File: config.mk
export PLATFORM = sky130hd
export DESIGN_NAME = fp_addsub_seq
export DESIGN_NICKNAME = d
export VERILOG_FILES = /design/src/rtl/fp_addsub_seq.sv
export SDC_FILE = /design/constraint.sdc
export NUM_CORES = 1
export LEC_CHECK = 0
export CORE_MARGIN = 2
export CORE_UTILIZATION = 45
export CTS_BUF_LIST = sky130_fd_sc_hd__clkbuf_8
export CTS_CLUSTER_DIAMETER = 100
export DETAILED_ROUTE_END_ITERATION = 10
export DONT_BUFFER_PORTS = 1
export GPL_TIMING_DRIVEN = 1
export PLACE_DENSITY = 0.61
export SYNTH_ARGS = -nofsm -noshare
export SYNTH_HDL_FRONTEND = slang
export SYNTH_SLANG_ARGS = --single-unit
File: constraint.sdc
create_clock -name clk -period 5.9 [get_ports clk]
set_input_delay 1.18 -clock clk [delete_from_list [all_inputs] [get_ports clk]]
set_output_delay 1.18 -clock clk [all_outputs]
set_load 0.01 [all_outputs]
File: src/rtl/fp_addsub_seq.sv
// fp_addsub_seq: multi-cycle minifloat adder/subtractor.
//
// Format is {sign, EXP_W exponent, MAN_W fraction} with bias 2^(EXP_W-1)-1.
// Subnormals are flushed to signed zero. Alignment and normalisation shift
// one bit per clock, so latency depends on the operands.
//
// Build option: define FP_ROUND_RNE_EN for round-to-nearest-even. Without it
// the result is truncated toward zero. In both cases the discarded bits still
// raise the inexact flag.
//
// Ports:
//   clk, rst_n  clock, asynchronous active-low reset
//   in_valid    operands presented
//   in_ready    high only while idle
//   op_a, op_b  operands
//   sub         0: A+B, 1: A-B (sampled together with the operands)
//   out_valid   result valid; held until out_ready
//   out_ready   consumer accepts the result
//   result      sum or difference
//   flags       {invalid, overflow, inexact}, valid together with result
//   busy        operation in flight
module fp_addsub_seq #(
    parameter int EXP_W = 4,
    parameter int MAN_W = 3
) (
    input  logic                     clk,
    input  logic                     rst_n,
    input  logic                     in_valid,
    output logic                     in_ready,
    input  logic [EXP_W+MAN_W:0]     op_a,
    input  logic [EXP_W+MAN_W:0]     op_b,
    input  logic                     sub,
    output logic                     out_valid,
    input  logic                     out_ready,
    output logic [EXP_W+MAN_W:0]     result,
    output logic [2:0]               flags,
    output logic                     busy
);

    localparam int W  = 1 + EXP_W + MAN_W;
    // Working mantissa: hidden bit, fraction, guard, round, sticky.
    localparam int MW = MAN_W + 4;
    // Adder width: working mantissa plus carry-out.
    localparam int SW = MAN_W + 5;
    localparam int CW = $clog2(MAN_W + 4);

    localparam logic [EXP_W-1:0] EXP_ONES = '1;
    localparam logic [EXP_W:0]   EXP_MAX  = {1'b0, EXP_ONES};
    localparam logic [W-1:0]     QNAN     = {1'b0, EXP_ONES, 1'b1, {(MAN_W-1){1'b0}}};

    typedef enum logic [2:0] {
        IDLE,
        UNPACK,
        ALIGN,
        ADD,
        NORM,
        ROUND,
        DONE
    } state_t;

    state_t state;

    logic [W-1:0]     a_q, b_q;
    logic             sub_q;
    logic             sx, sy;
    logic [EXP_W:0]   ex;
    logic [MW-1:0]    mx, my;
    logic [CW-1:0]    shift_cnt;
    logic [SW-1:0]    sum;
    logic             rsign;
    logic [EXP_W:0]   rexp;
    logic             zero_res;
    logic             inexact_q;
    logic             special;

    // Operand decode. The latched operands stay stable for the whole
    // operation, so the special-case result can be taken from here again at
    // ROUND time instead of being stored separately.
    logic               sa, sb, za, zb;
    logic [EXP_W-1:0]   ea, eb, xa, xb, diff;
    logic [MAN_W-1:0]   fa, fb;
    logic               nan_a, nan_b, inf_a, inf_b, snan;
    logic [W-2:0]       mag_a, mag_b;
    logic               a_ge_b;
    logic [MW-1:0]      ma, mb;
    logic [CW-1:0]      cnt_init;

    assign sa    = a_q[W-1];
    assign sb    = b_q[W-1] ^ sub_q;
    assign ea    = a_q[W-2:MAN_W];
    assign eb    = b_q[W-2:MAN_W];
    assign fa    = a_q[MAN_W-1:0];
    assign fb    = b_q[MAN_W-1:0];
    assign za    = (ea == '0);
    assign zb    = (eb == '0);
    assign nan_a = (ea == EXP_ONES) && (fa != '0);
    assign nan_b = (eb == EXP_ONES) && (fb != '0);
    assign inf_a = (ea == EXP_ONES) && (fa == '0);
    assign inf_b = (eb == EXP_ONES) && (fb == '0);
    assign snan  = (nan_a && !fa[MAN_W-1]) || (nan_b && !fb[MAN_W-1]);

    assign xa     = za ? '0 : ea;
    assign xb     = zb ? '0 : eb;
    assign mag_a  = za ? '0 : a_q[W-2:0];
    assign mag_b  = zb ? '0 : b_q[W-2:0];
    assign a_ge_b = (mag_a >= mag_b);
    assign ma     = za ? '0 : {1'b1, fa, 3'b000};
    assign mb     = zb ? '0 : {1'b1, fb, 3'b000};
    assign diff   = a_ge_b ? (xa - xb) : (xb - xa);

    // Beyond MAN_W+3 positions every bit of Y already sits in sticky.
    always_comb begin
        cnt_init = CW'(MAN_W + 3);
        if (int'(diff) <= MAN_W + 3) begin
            cnt_init = CW'(diff);
        end
    end

    logic           spec_hit;
    logic           spec_inv;
    logic [W-1:0]   spec_res;

    // NaN, infinity and zero+zero cases bypass the datapath.
    always_comb begin
        spec_hit = 1'b0;
        spec_inv = 1'b0;
        spec_res = '0;
        if (nan_a || nan_b) begin
            spec_hit = 1'b1;
            spec_res = QNAN;
            spec_inv = snan;
        end else if (inf_a && inf_b && (sa != sb)) begin
            spec_hit = 1'b1;
            spec_res = QNAN;
            spec_inv = 1'b1;
        end else if (inf_a) begin
            spec_hit = 1'b1;
            spec_res = {sa, EXP_ONES, {MAN_W{1'b0}}};
        end else if (inf_b) begin
            spec_hit = 1'b1;
            spec_res = {sb, EXP_ONES, {MAN_W{1'b0}}};
        end else if (za && zb) begin
            spec_hit = 1'b1;
            spec_res = {sa & sb, {(W-1){1'b0}}};
        end
    end

    // Rounding of the normalised sum. Bits [2:0] are guard, round and sticky.
    logic               inc;
    logic [MAN_W+1:0]   mant_r;
    logic [EXP_W:0]     exp_r;
    logic [MAN_W-1:0]   frac_r;
    logic               ovf;

`ifdef FP_ROUND_RNE_EN
    assign inc = sum[2] & (sum[1] | sum[0] | sum[3]);
`else
    assign inc = 1'b0;
`endif

    assign mant_r = {1'b0, sum[MW-1:3]} + {{(MAN_W+1){1'b0}}, inc};
    assign exp_r  = rexp + {{EXP_W{1'b0}}, mant_r[MAN_W+1]};
    assign frac_r = mant_r[MAN_W+1] ? mant_r[MAN_W:1] : mant_r[MAN_W-1:0];
    assign ovf    = (exp_r >= EXP_MAX);

    // Control FSM and datapath. Special cases take one registered hop
    // through ROUND (with the datapath bypassed) so they complete in a
    // fixed two cycles.
    always_ff @(posedge clk or negedge rst_n) begin
        if (!rst_n) begin
            state     <= IDLE;
            in_ready  <= 1'b1;
            out_valid <= 1'b0;
            busy      <= 1'b0;
            result    <= '0;
            flags     <= '0;
            a_q       <= '0;
            b_q       <= '0;
            sub_q     <= 1'b0;
            sx        <= 1'b0;
            sy        <= 1'b0;
            ex        <= '0;
            mx        <= '0;
            my        <= '0;
            shift_cnt <= '0;
            sum       <= '0;
            rsign     <= 1'b0;
            rexp      <= '0;
            zero_res  <= 1'b0;
            inexact_q <= 1'b0;
            special   <= 1'b0;
        end else begin
            case (state)
                IDLE: begin
                    if (in_valid) begin
                        a_q      <= op_a;
                        b_q      <= op_b;
                        sub_q    <= sub;
                        in_ready <= 1'b0;
                        busy     <= 1'b1;
                        state    <= UNPACK;
                    end
                end
                UNPACK: begin
                    special   <= spec_hit;
                    zero_res  <= 1'b0;
                    inexact_q <= 1'b0;
                    shift_cnt <= cnt_init;
                    if (a_ge_b) begin
                        sx <= sa;
                        ex <= {1'b0, xa};
                        mx <= ma;
                        sy <= sb;
                        my <= mb;
                    end else begin
                        sx <= sb;
                        ex <= {1'b0, xb};
                        mx <= mb;
                        sy <= sa;
                        my <= ma;
                    end
                    state <= spec_hit ? ROUND : ALIGN;
                end
                ALIGN: begin
                    if (shift_cnt != '0) begin
                        my        <= {1'b0, my[MW-1:2], my[1] | my[0]};
                        shift_cnt <= shift_cnt - 1'b1;
                    end else begin
                        state <= ADD;
                    end
                end
                ADD: begin
                    if (sx == sy) begin
                        sum <= {1'b0, mx} + {1'b0, my};
                    end else begin
                        sum <= {1'b0, mx} - {1'b0, my};
                    end
                    rexp  <= ex;
                    rsign <= sx;
                    state <= NORM;
                end
                NORM: begin
                    if (sum == '0) begin
                        zero_res <= 1'b1;
                        rsign    <= 1'b0;
                        state    <= ROUND;
                    end else if (sum[SW-1]) begin
                        sum   <= {1'b0, sum[SW-1:2], sum[1] | sum[0]};
                        rexp  <= rexp + 1'b1;
                        state <= ROUND;
                    end else if (sum[SW-2]) begin
                        state <= ROUND;
                    end else begin
                        sum  <= sum << 1;
                        rexp <= rexp - 1'b1;
                        if (rexp == {{EXP_W{1'b0}}, 1'b1}) begin
                            zero_res  <= 1'b1;
                            inexact_q <= 1'b1;
                            state     <= ROUND;
                        end
                    end
                end
                ROUND: begin
                    if (special) begin
                        result <= spec_res;
                        flags  <= {spec_inv, 2'b00};
                    end else if (zero_res) begin
                        result <= {rsign, {(W-1){1'b0}}};
                        flags  <= {2'b00, inexact_q};
                    end else if (ovf) begin
                        result <= {rsign, EXP_ONES, {MAN_W{1'b0}}};
                        flags  <= 3'b011;
                    end else begin
                        result <= {rsign, exp_r[EXP_W-1:0], frac_r};
                        flags  <= {2'b00, |sum[2:0]};
                    end
                    out_valid <= 1'b1;
                    state     <= DONE;
                end
                DONE: begin
                    if (out_ready) begin
                        out_valid <= 1'b0;
                        in_ready  <= 1'b1;
                        busy      <= 1'b0;
                        state     <= IDLE;
                    end
                end
                default: begin
                    state <= IDLE;
                end
            endcase
        end
    end

endmodule

==> impl_metrics.ini, run 1 <==
[outcome]
status = complete, no violations

[sta]
post-route-period-util_pct = 61.0
fin_ws_ps = 2300
finalHoldViolations = 0
clock.fmax_mhz = 278
rsz0062_at_grt = no
fin_setup_tns_ps = 0
fin_crit_ps = 3600
report.final.slew_viol_count = 0
slew_headroom_pct = 53.3
setup_viol = 0
finalClockSkew_ps = 11.5
tightest_slew_ps = 699

[global_route]
grt_pass1_wl_um = 16400
grt_antenna_before_repair = 0
grtUsageTotal_pct = 20.0
grt_pass1_vias = 3339
grt_start_max_net_pins = 72
gr-total-overflow = 0

[clock_tree]
insertion_delay_ps = 350
numCtsBuffers = 9
holdBufCountCts = 0
cts_resized = 0
post_cts_buffers = 0
clockBufferDepth = 2
cts_tree = done
cts_sinks = 71
clk_pin_slew_ps = 70
htreeDepth = 3
root_buffer = clkbuf_8

[final_layout]
antenna_cells = 0
register_area_um2 = 1780
final_cells = 625
nNetsFinal = 531
synthToLayoutAreaGrowth_pct = 4.49
multi_input_area_um2 = 2410
drive_gt1_share_pct = 7.32
fin_area_um2 = 4630
fill_cells = 965

[synthesis]
netlist_instances = 509
post_synth.cell_area_avg_um2 = 8.70
async_reset_ff_share_pct = 100
synth_nets = 552
yosysSeqAreaShare_pct = 40.2
synth_seq_cells = 71
synth_area_leader_cell = dfrtp_1
yosysTopAreaCellShare_pct = 39.6
synth-main-ff-cell = dfrtp_1
synth_common_cells = dfrtp_1 (70), nand2_1 (70), a21oi_1 (42)
yosys-top-cells-area = dfrtp_1 (40%), ha_1 (5.9%), nand2_1 (5.9%)
synth_warnings = 0
syn-cell-area_um2 = 4430
synth.distinct_cells = 57
synth_edf_count = 0

[power_and_ir_drop]
p_int_w = 0.00157
pwr-share-comb_pct = 55.4
p_switching_w = 0.00146
switching_share_pct = 48.2
power.share.sequential_pct = 33.5
peakVddDrop_mv = 0.250
clkPwrFrac_pct = 11.1
pwr_density_cell_nw_per_um2 = 656
p_leak_nw = 2.08

[floorplan]
die_h_um = 103
dieArea_um2 = 10600
dieWidth_um = 103
rows = 36
initial_utilization_pct = 45.9
io-pin-count = 35
core_um2 = 9640

[worst_setup_path]
cp-end-kind = flop
cp_max_fo = 25
crit_start = a_q[4]
slowest_delay_ps = 640
critical_path.most_common_cell = nor2b_1
crit_slowest_cell = or4_1
cp_data_required_time_ps = 6180
path_class = reg2reg
arrival_ps = 3880
crit_chain = or4_1 > nand2_1 > inv_1 > ha_1 > nor2b_1 > o21ai_0 > a31oi_4 > nor2_4 > nor2b_1 > a2111oi_1 > a211o_1
startpoint_type = flop
reg2reg_from = a_q[4]

[routing]
antenna_left = 0
drtIter0Drc = 138
first_pass_iters = 4
wl_per_cell_um = 15.8
wirelength_um = 9870
drc = 0
vias = 3460
avgViaCountPerCell = 5.54

[min_path]
hp-start = mx[3]
hold_path_class = reg2reg

[placed_design]
place_ws_ps = 2320
dp_cells = 610
hpwl_um = 7390
io_buffers = 0
placed_cell_area_um2 = 4460
globalplace.congestion = 0.849

[run]
maxCapViolations = 0
cell families after synthesis:
group           Yosys count  synth area share [%]
simple gates            166                  16.7
compound gates          143                  20.3
flops                    71                  40.2
buf+inv                  58                  5.34
mux                      30                  7.15
fa+ha+maj                23                  6.61
xor+xnor                 18                  3.73
power groups by stage:
stage	clock [W]	sequential [W]	combinational [W]
global route	0.000370	0.00106	0.00192
CTS	0.000347	0.00102	0.00170
global placement	0	0.00102	0.00166
floorplan	0	0.000875	0.00151
detailed placement	0	0.00103	0.00169
finish	0.000337	0.00102	0.00168
path summary, 6_finish.rpt:
kind	slack [ps]	to	depth (start not counted)
max in group asynchronous	5160	in_ready	0
worst max register to register	2300	shift_cnt[2]	11
min in group asynchronous	530	sum[2]	0
worst min register to register	500	mx[3]	2
worst max-delay path	2300	shift_cnt[2]	11
worst min-delay path	500	mx[3]	2
layer usage:
metal | GRT usage, % | wire length, um | vias up | share of wire (%)
li1 | - | - | 1751 | -
met1 | 26.2 | 4590 | 1634 | 46
met2 | 32.3 | 4670 | 60 | 47
met3 | 4.77 | 352 | 15 | 3.6
met4 | 7.49 | 261 | 0 | 2.6
met5 | 0 | 0 | - | 0
metrics by stage:
stage	utilization (%)	hold WS, ps	total power, W
floorplan	-	449	0.00238
finish	48.0	496	0.00304
global route	48.0	496	0.00335
detailed placement	46.3	482	0.00272
global placement	46.3	469	0.00268
CTS	48.0	497	0.00306
flip-flops by register name, summed over array words and instances, names as in the netlist, 3 cells and up:
name	cells
a_q	8
b_q	8
result	8
sum	8
my	7
rexp	5
ex	4
mx	4
flags	3
shift_cnt	3
state	3
cell type report:
class                      instances  share of cell area [%]
multi-input combinational        380                    52.2
sequential                        71                    38.4
tap                              133                    3.60
clock buffer                      10                    2.98
inverter                          24                    1.95
clock inverter                     5                   0.568
timing repair buffer               2                   0.325
critical path, delay by kind of cell, from the launching register on:
family | cells | cell delay, ps
compound gates | 4 | 1050
simple gates | 5 | 1680
buf+inv | 1 | 50
fa+ha+maj | 1 | 290
flops | 1 | 460
cells in the final DEF, fill, tap and decap left out, types with 11 or more instances in the layout:
cell	Yosys	routed
a21oi_1	42	42
dfrtp_1	70	70
ha_1	21	21
inv_1	24	25
mux2_2	12	12
mux2i_1	17	17
nand2_1	70	70
nor2_1	40	40
nor3_1	15	15
o21ai_0	34	34
xor2_1	11	11
Power figures use the tool's default switching activity.
==> run 2, diff against run 1 <==
- PLACE_DENSITY: 0.61 -> 0.63
- clock period: 5.9 -> 3 ns (I/O delays scaled with it)
==> impl_metrics.ini, run 2 (same netlist as run 1, synthesis figures left out) <==
[outcome]
status = complete, no violations

[routing]
drtIter0Drc = 194
avgViaCountPerCell = 5.60
wirelength_um = 10200
antenna_left = 0
first_pass_iters = 4
drc = 0
wl_per_cell_um = 15.9
vias = 3599

[final_layout]
fin_area_um2 = 4950
drive_gt1_share_pct = 13.5
synthToLayoutAreaGrowth_pct = 11.8
nNetsFinal = 548
final_cell_mix = dfrtp_1 (69), nand2_1 (67), a21oi_1 (42)
layout_commonest_cell = dfrtp_1
antenna_cells = 0

[worst_setup_path]
reg2reg_to = shift_cnt[0]
path_buf_inv = 1
reg2reg_from = a_q[5]
slowest_delay_ps = 590
crit_slowest_cell = or4_4
cp_data_required_time_ps = 3230
path_class = reg2reg
cpLargestDelayFamily = compound AO/OA/AOI/OAI gates
startpoint_type = flop
r2r.worst_path.cells = 11
arrival_ps = 3180
cp-end-kind = flop
cp_max_fo = 8
worst-r2r-setup-slack_ps = 50
crit_chain = or4_4 > nand2_4 > inv_2 > ha_4 > nand4_1 > a211o_1 > a31oi_4 > nor2_4 > mux2_4 > o311ai_4 > o31ai_2

[sta]
report.final.slew_viol_count = 0
fin_setup_tns_ps = 0
clock.fmax_mhz = 339
tightest_slew_ps = 694
fin_ws_ps = 50.2
slew_headroom_pct = 53.7
finalHoldViolations = 0
post-route-period-util_pct = 98.3
rsz0062_at_grt = yes
fin_crit_ps = 2950
finalClockSkew_ps = 14.7
setup_viol = 0

[power_and_ir_drop]
p_leak_nw = 2.21
pwr_density_cell_nw_per_um2 = 1360
peakVddDrop_mv = 0.637

[floorplan]
die_h_um = 103
rows = 36
initial_utilization_pct = 45.9
dieWidth_um = 103
core_um2 = 9640
io-pin-count = 35
dieArea_um2 = 10600

[global_route]
grt_pass1_wl_um = 16700
grt_antenna_before_repair = 0
gr-total-overflow = 0
grt_start_max_net_pins = 71
grt_util_met3_pct = 3.76
grt_pass1_vias = 3484
grtUsageTotal_pct = 20.4
use_met2_pct = 32.1
met1_usage_pct = 27.8
top_usage_layer = met2

[placed_design]
hpwl_um = 7480
globalplace.congestion = 0.833
io_buffers = 0
placed_cell_area_um2 = 4570
place_ws_ps = -113

[min_path]
hold_path_class = in2async

[clock_tree]
root_buffer = clkbuf_8
clk_pin_slew_ps = 80
cts_tree = done
cts_sinks = 71
numCtsBuffers = 9
clockBufferDepth = 2
insertion_delay_ps = 350
htreeDepth = 3

[run]
maxCapViolations = 0
-- run 2: layer usage --
metal  vias to the layer above  share of wire [%]
met5                         -                  0
met4                         0                2.2
met3                        17                3.0
met2                        61                 48
met1                      1731                 47
li1                       1790                  -
-- run 2: worst max path at each step --
stage / startpoint / to / slack, ps / cells after the start
finish: a_q[5] / shift_cnt[0] / 50 / 11
detailed placement: a_q[3] / shift_cnt[0] / -110 / 11
global placement: a_q[3] / shift_cnt[0] / -7 / 11
CTS: a_q[3] / shift_cnt[0] / 10 / 12
global route: a_q[5] / shift_cnt[0] / -70 / 11
floorplan: a_q[4] / shift_cnt[0] / 3 / 12
-- run 2: what timing repair did --
| item | 4_1_cts | 5_1_grt |
|---|---|---|
| pin swaps | 2 | 10 |
| setup endpoints to repair | 4 | 3 |
| setup buffers | 0 | 3 |
| gates cloned | 0 | 0 |
| endpoints found under the hold margin | 70 | 0 |
| resized for setup | 2 | 21 |
| hold buffers | 1 | 0 |
-- run 2: cell type report --
class,count,area [um^2]
Fill cell,926,4690
Multi-Input combinational cell,380,2510
Sequential cell,71,1780
Timing Repair Buffer,19,183
Tap cell,133,166
Clock buffer,9,124
Clock inverter,7,96.3
Inverter,24,90.1
-- run 2: stage by stage --
| stage | hold slack (ps) | total power (W) | instances | utilization (%) |
|---|---|---|---|---|
| 4_1_cts | 67.9 | 0.00648 | 640 | 50.0 |
| 2_1_floorplan | 304 | 0.00469 | 509 | - |
| 6_report | 84.8 | 0.00672 | 643 | 51.3 |
| 5_1_grt | 62.9 | 0.00732 | 643 | 51.3 |
| 3_5_place_dp | 309 | 0.00556 | 623 | 47.4 |
| 3_3_place_gp | 310 | 0.00544 | 623 | 47.4 |
-- run 2: report_power, final --
part	internal (W)	switching, W	total (W)
sequential	0.00139	0.000545	0.00193
clock	0.000471	0.000394	0.000865
combinational	0.00174	0.00218	0.00392
==> run 3, diff against run 2 <==
- CTS_BUF_LIST: sky130_fd_sc_hd__clkbuf_8 -> sky130_fd_sc_hd__clkbuf_8 sky130_fd_sc_hd__clkbuf_16
==> results of run 3 <==
The final DEF is identical to that of run 2; final timing and power are the same.
